--- src/rtl/imm_rotate_encoder.sv ---
// imm_rotate_encoder: sequential search for the {rotate_imm, imm8} immediate
// encoding of a 32-bit constant, such that ROR({24'b0, imm8}, 2*rotate_imm) == value.
// One rotation is tested per cycle, and the smallest matching rotation wins.
// Optional feature macro: IMM_INVERT_EN. When it is defined and the plain pass fails,
// a second pass searches for an encoding of ~value (MVN form) and reports it
// through 'inverted'.
module imm_rotate_encoder #(
    parameter int unsigned DATA_LEN = 32,
    parameter int unsigned ROT_LEN  = 4
) (
    input  logic                  clk,
    input  logic                  rst,
    input  logic                  start,
    input  logic [DATA_LEN-1:0]   value,
    output logic                  busy,
    output logic                  done,
    output logic                  found,
    output logic                  inverted,
    output logic [ROT_LEN+7:0]    shift_operand
);

    localparam int unsigned IMM_LEN = 8;
    localparam int unsigned SH_W    = ROT_LEN + 2;

    typedef enum logic [1:0] {
        IDLE   = 2'd0,
        SEARCH = 2'd1,
        DONE   = 2'd2
    } state_t;

    state_t               state;
    logic [DATA_LEN-1:0]  cand;
    logic [ROT_LEN-1:0]   rot;

    logic [SH_W-1:0]      lsh_c;
    logic [SH_W-1:0]      rsh_c;
    logic [DATA_LEN-1:0]  rot_val_c;
    logic                 hit_c;
    logic                 last_c;

    // Circular left rotate of the candidate by 2*rot; a right shift by the full width yields 0.
    always_comb begin
        lsh_c     = {1'b0, rot, 1'b0};
        rsh_c     = SH_W'(DATA_LEN) - lsh_c;
        rot_val_c = (cand << lsh_c) | (cand >> rsh_c);
        hit_c     = (rot_val_c[DATA_LEN-1:IMM_LEN] == '0);
        last_c    = (rot == '1);
    end

    // Search FSM with registered status and result outputs.
    always_ff @(posedge clk) begin
        if (rst) begin
            state         <= IDLE;
            cand          <= '0;
            rot           <= '0;
            busy          <= 1'b0;
            done          <= 1'b0;
            found         <= 1'b0;
            shift_operand <= '0;
`ifdef IMM_INVERT_EN
            inverted      <= 1'b0;
`endif
        end else begin
            case (state)
                IDLE: begin
                    done <= 1'b0;
                    if (start) begin
                        cand          <= value;
                        rot           <= '0;
                        found         <= 1'b0;
                        shift_operand <= '0;
`ifdef IMM_INVERT_EN
                        inverted      <= 1'b0;
`endif
                        busy          <= 1'b1;
                        state         <= SEARCH;
                    end
                end
                SEARCH: begin
                    if (hit_c) begin
                        shift_operand <= {rot, rot_val_c[IMM_LEN-1:0]};
                        found         <= 1'b1;
                        busy          <= 1'b0;
                        done          <= 1'b1;
                        state         <= DONE;
                    end else if (last_c) begin
`ifdef IMM_INVERT_EN
                        // The inverted flag doubles as the "second pass active" marker.
                        if (!inverted) begin
                            cand     <= ~cand;
                            rot      <= '0;
                            inverted <= 1'b1;
                        end else begin
                            found         <= 1'b0;
                            inverted      <= 1'b0;
                            shift_operand <= '0;
                            busy          <= 1'b0;
                            done          <= 1'b1;
                            state         <= DONE;
                        end
`else
                        found         <= 1'b0;
                        shift_operand <= '0;
                        busy          <= 1'b0;
                        done          <= 1'b1;
                        state         <= DONE;
`endif
                    end else begin
                        rot <= rot + ROT_LEN'(1);
                    end
                end
                DONE: begin
                    done  <= 1'b0;
                    busy  <= 1'b0;
                    state <= IDLE;
                end
                default: begin
                    done  <= 1'b0;
                    busy  <= 1'b0;
                    state <= IDLE;
                end
            endcase
        end
    end

`ifndef IMM_INVERT_EN
    assign inverted = 1'b0;
`endif

endmodule

--- config.mk ---
export PLATFORM = sky130hd
export DESIGN_NAME = imm_rotate_encoder
export DESIGN_NICKNAME = d
export VERILOG_FILES = /design/src/rtl/imm_rotate_encoder.sv
export SDC_FILE = /design/constraint.sdc
export NUM_CORES = 1
export LEC_CHECK = 0
export CORE_ASPECT_RATIO = 0.8
export CORE_MARGIN = 4
export CORE_UTILIZATION = 50
export CTS_BUF_LIST = sky130_fd_sc_hd__clkbuf_16
export DETAILED_ROUTE_END_ITERATION = 6
export HOLD_SLACK_MARGIN = 0.02
export PLACE_DENSITY_LB_ADDON = 0.12
export SYNTH_ARGS = -nofsm -noshare
export SYNTH_HDL_FRONTEND = slang
export SYNTH_SLANG_ARGS = --single-unit
--- constraint.sdc ---
create_clock -name clk -period 3.5 [get_ports clk]
set_input_delay 0.525 -clock clk [delete_from_list [all_inputs] [get_ports clk]]
set_output_delay 0.525 -clock clk [all_outputs]
set_load 0.01 [all_outputs]
[Word level (Yosys, flattened, before mapping)]
Index checks and enable logic that the tools add are counted.
Word-level totals
  input port bits: 35
  output and inout port bits: 16
  register bits: 53
  logic and storage cells: 49
Cells by class
  shift operators: 2
  reduce and logical (&&, ||, !) cells: 9
  add/subtract/negate cells: 2
  bitwise operators: 2
  equal/unequal tests: 6
  muxes and demuxes: 21
Operators by type and width (number)
  $mux 12: 3
  $or 32x32->32: 1
  $shl 32x5->32: 1
  $shr 32x6->32: 1
  $logic_not 24->1: 1
  $pmux 12 s2: 1
  $mux 4: 3
  $pmux 4 s2: 1
  $mux 1: 7
  $mux 2: 3
  $ne 2x2->1 const B: 3
  $sub 6x5->6 const A: 1
  $add 4x1->4 const B: 1
  $eq 4x4->1 const B: 1
  $pmux 1 s2: 2
  $pmux 2 s2: 1
  $reduce_and 2->1: 2
  $reduce_and 4->1: 1
  $reduce_bool 2->1: 2
  $ne 3x3->1 const B: 1
  $reduce_and 3->1: 1
  $eq 2x1->1 const B: 1
  $logic_not 2->1: 1
  $reduce_or 2->1: 1
  $not 1->1: 1

[Longest topological paths before layout]
  word-level depth: 6
  depth in mapped cells: 15
  gate-level depth less buffers: 10

[Worst setup path before layout]
OpenSTA, ideal clock, no wires.
  path kind: reg2reg
  start point: register rot[0]
  end point: register shift_operand[0]
  path slack: 0.383 ns
  data arrival time: 2.981 ns
  period minus slack after synthesis: 3.117 ns
  library setup time: 0.136 ns
  cell stages (with the launch flop): 14
  cells stage by stage: dfxtp_1 buf_4 inv_2 buf_1 ha_1 buf_2 clkbuf_1 a21oi_1 nor4_1 a2bb2oi_1 a221oi_2 nand4_1 a2111oi_0 a211oi_1
On the way
  word-level cells in the longest chain between the ends: 6
  elaborated cells between the ends (all ways): 10
Ends and longest elaborated chain
  start: declaration: RTL line 33  | logic [ROT_LEN-1:0] rot;
  start signal: assignment: RTL line 109  | rot <= rot + ROT_LEN'(1);
  $sub 6x5->6: RTL line 44  | rsh_c = SH_W'(DATA_LEN) - lsh_c;
  $shr 32x6->32: RTL line 45  | rot_val_c = (cand << lsh_c) | (cand >> rsh_c);
  $or 32x32->32: RTL line 45
  $logic_not 24->1: RTL line 46  | hit_c = (rot_val_c[DATA_LEN-1:IMM_LEN] == '0);
  $ne 3x3->1 (no line) / $mux 12 (equally long branches)
  $reduce_and 3->1 (no line) / $pmux 12 s2 (equally long branches)
  end signal: assignment: RTL line 81  | shift_operand <= {rot, rot_val_c[IMM_LEN-1:0]};
  end: declaration: RTL line 19  | output logic [ROT_LEN+7:0] shift_operand
Several ways; a longest one is shown, not always the timed one.
A chain may end at the register's enable or synchronous reset.

[Final worst setup path]
  start point: register rot[1]
  end point: register shift_operand[0]
The elaborated chain is that of the path after synthesis.

==> run_results.csv <==
group,metric,value,unit
sta,hold_violations,0,
floorplanning,boundaryPins,51,
worst_setup_path,critPathKind,"reg -> reg",
worst_setup_path,r2r_cells,10,
power,ir_drop,205.7,µV
global_route,grt_pass1_vias,3867,
power,p_leak,1.590,nW
global_route,antenna_found_initial,0,
worst_setup_path,cp-start-kind,"flop",
floorplanning,dieArea,9384,µm²
sta,finClkSkew,6.464,ps
cells_and_area,diodes,0,
floorplanning,die_x,107.3,µm
synth,synthCells,540,
hold_path,hold_start,"shift_operand[8]$_SDFFE_PP0P_",
cts,hold_buffers,0,
drt,via_count,4094,
cts,cts_tree,"yes",
synth,synth_cell_types,59,
synth,yosys-top-cells-count,"99 x nand2_1, 71 x a21oi_1, 52 x dfxtp_1",
sta,min_period_over_period,0.9016,
synth,synth_area_leader_cell,"dfxtp_1",
status,outcome,"finished, final reports clean",
drt,remaining_drc_errors,0,
worst_setup_path,path_max_fanout,18,
placed_design,dp_slack,439.4,ps
drt,dr.first_iter.drc_count,388,
synth,synth_edf_count,0,
sta,fin_tns_setup,0,ps
synth,synth_area_leaders,"dfxtp_1 26%, nand2_1 9.4%, a21oi_1 9.0%",
drt,ant_nets,0,
synth,synth_flop_cell,"dfxtp_1",
worst_setup_path,r2r-start,"rot[1]$_SDFFE_PP0P_",
sta,holdWs,468.4,ps
drt,vias_per_cell,6.110,
placed_design,placed_cell_area,4467,µm²
sta,max_slew_margin,0.3635,
cells_and_area,areaGrowthSynthToFinish,17.57,%
sta,finalSetupViolations,0,
cts,path_clk_slew,70,ps
placed_design,portBuffers,49,
cts,cts_root_buf,"clkbuf_16",
synth,synth-seq-area-share,0.2639,
sta,timing.fmax,0.3169,GHz
worst_setup_path,r2r_slack,340,ps
global_route,grt_util_all_layers,0.2625,
synth,synthArstFlopShare,0,
worst_setup_path,critPathArrivalTime,3320,ps
power,p_per_area,397.2,nW/µm²
synth,synth.most_common_cell,"nand2_1",
cts,cts_buffers,5,
worst_setup_path,worstSetupEndpointType,"flop",
floorplanning,die_h,87.45,µm
hold_path,worstHoldEndpoint,"shift_operand[8]$_SDFFE_PP0P_",
hold_path,hold_path_class,"reg -> reg",
worst_setup_path,crit_required,3660,ps
synth,yosysTopAreaCellShare,0.2639,
sta,tightest_slew,950.1,ps
synth,synth_area,3945,µm²
synth,syn-mean-instance-area,7.306,µm²
sta,rsz0062_at_grt,"no",
floorplanning,coreArea,7532,µm²
cts,h-tree-depth,2,
cts,post_cts.repair.setup_buffers,0,
drt,wl_per_cell,18.02,µm
global_route,grt_overflow,0,
cts,clock_path_buffers,2,
cells_and_area,drive_gt1_frac,0.09027,
sta,worst_slack,344.5,ps
floorplanning,rows,28,
cts,clk_latency,300,ps
synth,synth_nets,577,
floorplanning,initial_utilization,0.5238,
synth,yosys_warnings,0,
sta,slew_viol_final,0,
placed_design,dpl.hpwl,8506,µm
global_route,grt_pass1_wl,19670,µm
worst_setup_path,reg2reg_to,"shift_operand[0]$_SDFFE_PP0P_",
cells_and_area,finalInstanceArea,4638,µm²
drt,firstDrtPassIters,5,
global_route,grt_max_degree,77,
drt,wirelength,12070,µm
cells_and_area,layout.nets,601,
cts,cts_resized,0,
synth,synth_seq_cells,52,
cts,cts.sinks,52,
hold_path,whs_path_depth,2,
flow_run,drv_cap,0,
placed_design,gp_congestion,0.9785,
sta,min_period,3155,ps
layout by cell type, fill, tap and decap left out, types with 14 or more instances in the layout:
cell type / n
buf_4: 14
dfxtp_1: 51
clkdlybuf4s50_1: 48
nor2_1: 43
a21oi_1: 71
o21ai_0: 24
nand2_1: 99
nand3_1: 22
mux2i_1: 25
nor3_1: 23
logic make-up after synthesis:
group / after synthesis / share of synthesized area
AO/OA/AOI/OAI: 162 / 0.2566
XOR/XNOR: 4 / 0.01269
adder cells (fa/ha/maj): 2 / 0.006342
buffers and inverters: 53 / 0.06248
flip-flops: 52 / 0.2639
multiplexers: 42 / 0.1405
other: 1 / 0.0009506
AND/OR/NAND/NOR: 224 / 0.2566
state kept, by name, summed over array words and instances (netlist names):
name	flops
cand	32
shift_operand	12
rot	4
done	1
found	1
state	2
routing by layer:
| metal | part of all wire | vias up | routed length [µm] | global-route usage |
|---|---|---|---|---|
| met1 | 0.47 | 1908 | 5672 | 0.3791 |
| li1 | - | 2004 | - | - |
| met2 | 0.44 | 166 | 5293 | 0.4083 |
| met3 | 0.079 | 16 | 949 | 0.04522 |
| met4 | 0.013 | 0 | 155 | 0.06156 |
| met5 | 0 | - | 0 | 0 |
where the power goes:
group / internal [mW] / switching [mW]
logic: 0.252 / 0.335
registers: 0.619 / 0.0599
clock network: 0.340 / 0.237
total: 1.21 / 0.632
critical path, cell delays in order (launching register included):
cell	delay [ps]
dfxtp_1	350
inv_1	60
ha_2	240
xnor2_2	750
o221ai_1	270
nor3_1	190
o31ai_1	100
a221oi_2	290
nand4_1	180
a2111oi_0	480
a211oi_1	90
layout make-up:
cell class              instances  area (µm²)
fillers                       709        2894
multi-input cells             435        2660
flip-flops and latches         52        1042
repair buffers                 64       610.6
well taps                     105       131.4
clock buffers                   5       125.1
clock inverters                 3       46.29
inverters                       6       22.52
per-stage QoR:
| step | power [mW] | cells | util |
|---|---|---|---|
| global route | 1.942 | 670 | 0.6158 |
| finish | 1.842 | 670 | 0.6158 |
| global placement | 1.257 | 662 | 0.5930 |
| detailed placement | 1.262 | 662 | 0.5930 |
| CTS | 1.843 | 670 | 0.6158 |
| floorplan | 1.095 | 540 | - |
worst max path at each step:
stage | startpoint | endpoint | slack [ps] | cells after the start
after floorplan | rot[0]$_SDFFE_PP0P_ | shift_operand[0]$_SDFFE_PP0P_ | 380 | 13
after global placement | rot[0]$_SDFFE_PP0P_ | shift_operand[0]$_SDFFE_PP0P_ | 520 | 10
after detailed placement | rot[0]$_SDFFE_PP0P_ | shift_operand[0]$_SDFFE_PP0P_ | 440 | 10
after CTS | rot[0]$_SDFFE_PP0P_ | shift_operand[0]$_SDFFE_PP0P_ | 400 | 10
after global routing | rot[0]$_SDFFE_PP0P_ | shift_operand[0]$_SDFFE_PP0P_ | 100 | 10
final | rot[1]$_SDFFE_PP0P_ | shift_operand[0]$_SDFFE_PP0P_ | 340 | 10
Power figures use the tool's default switching activity.
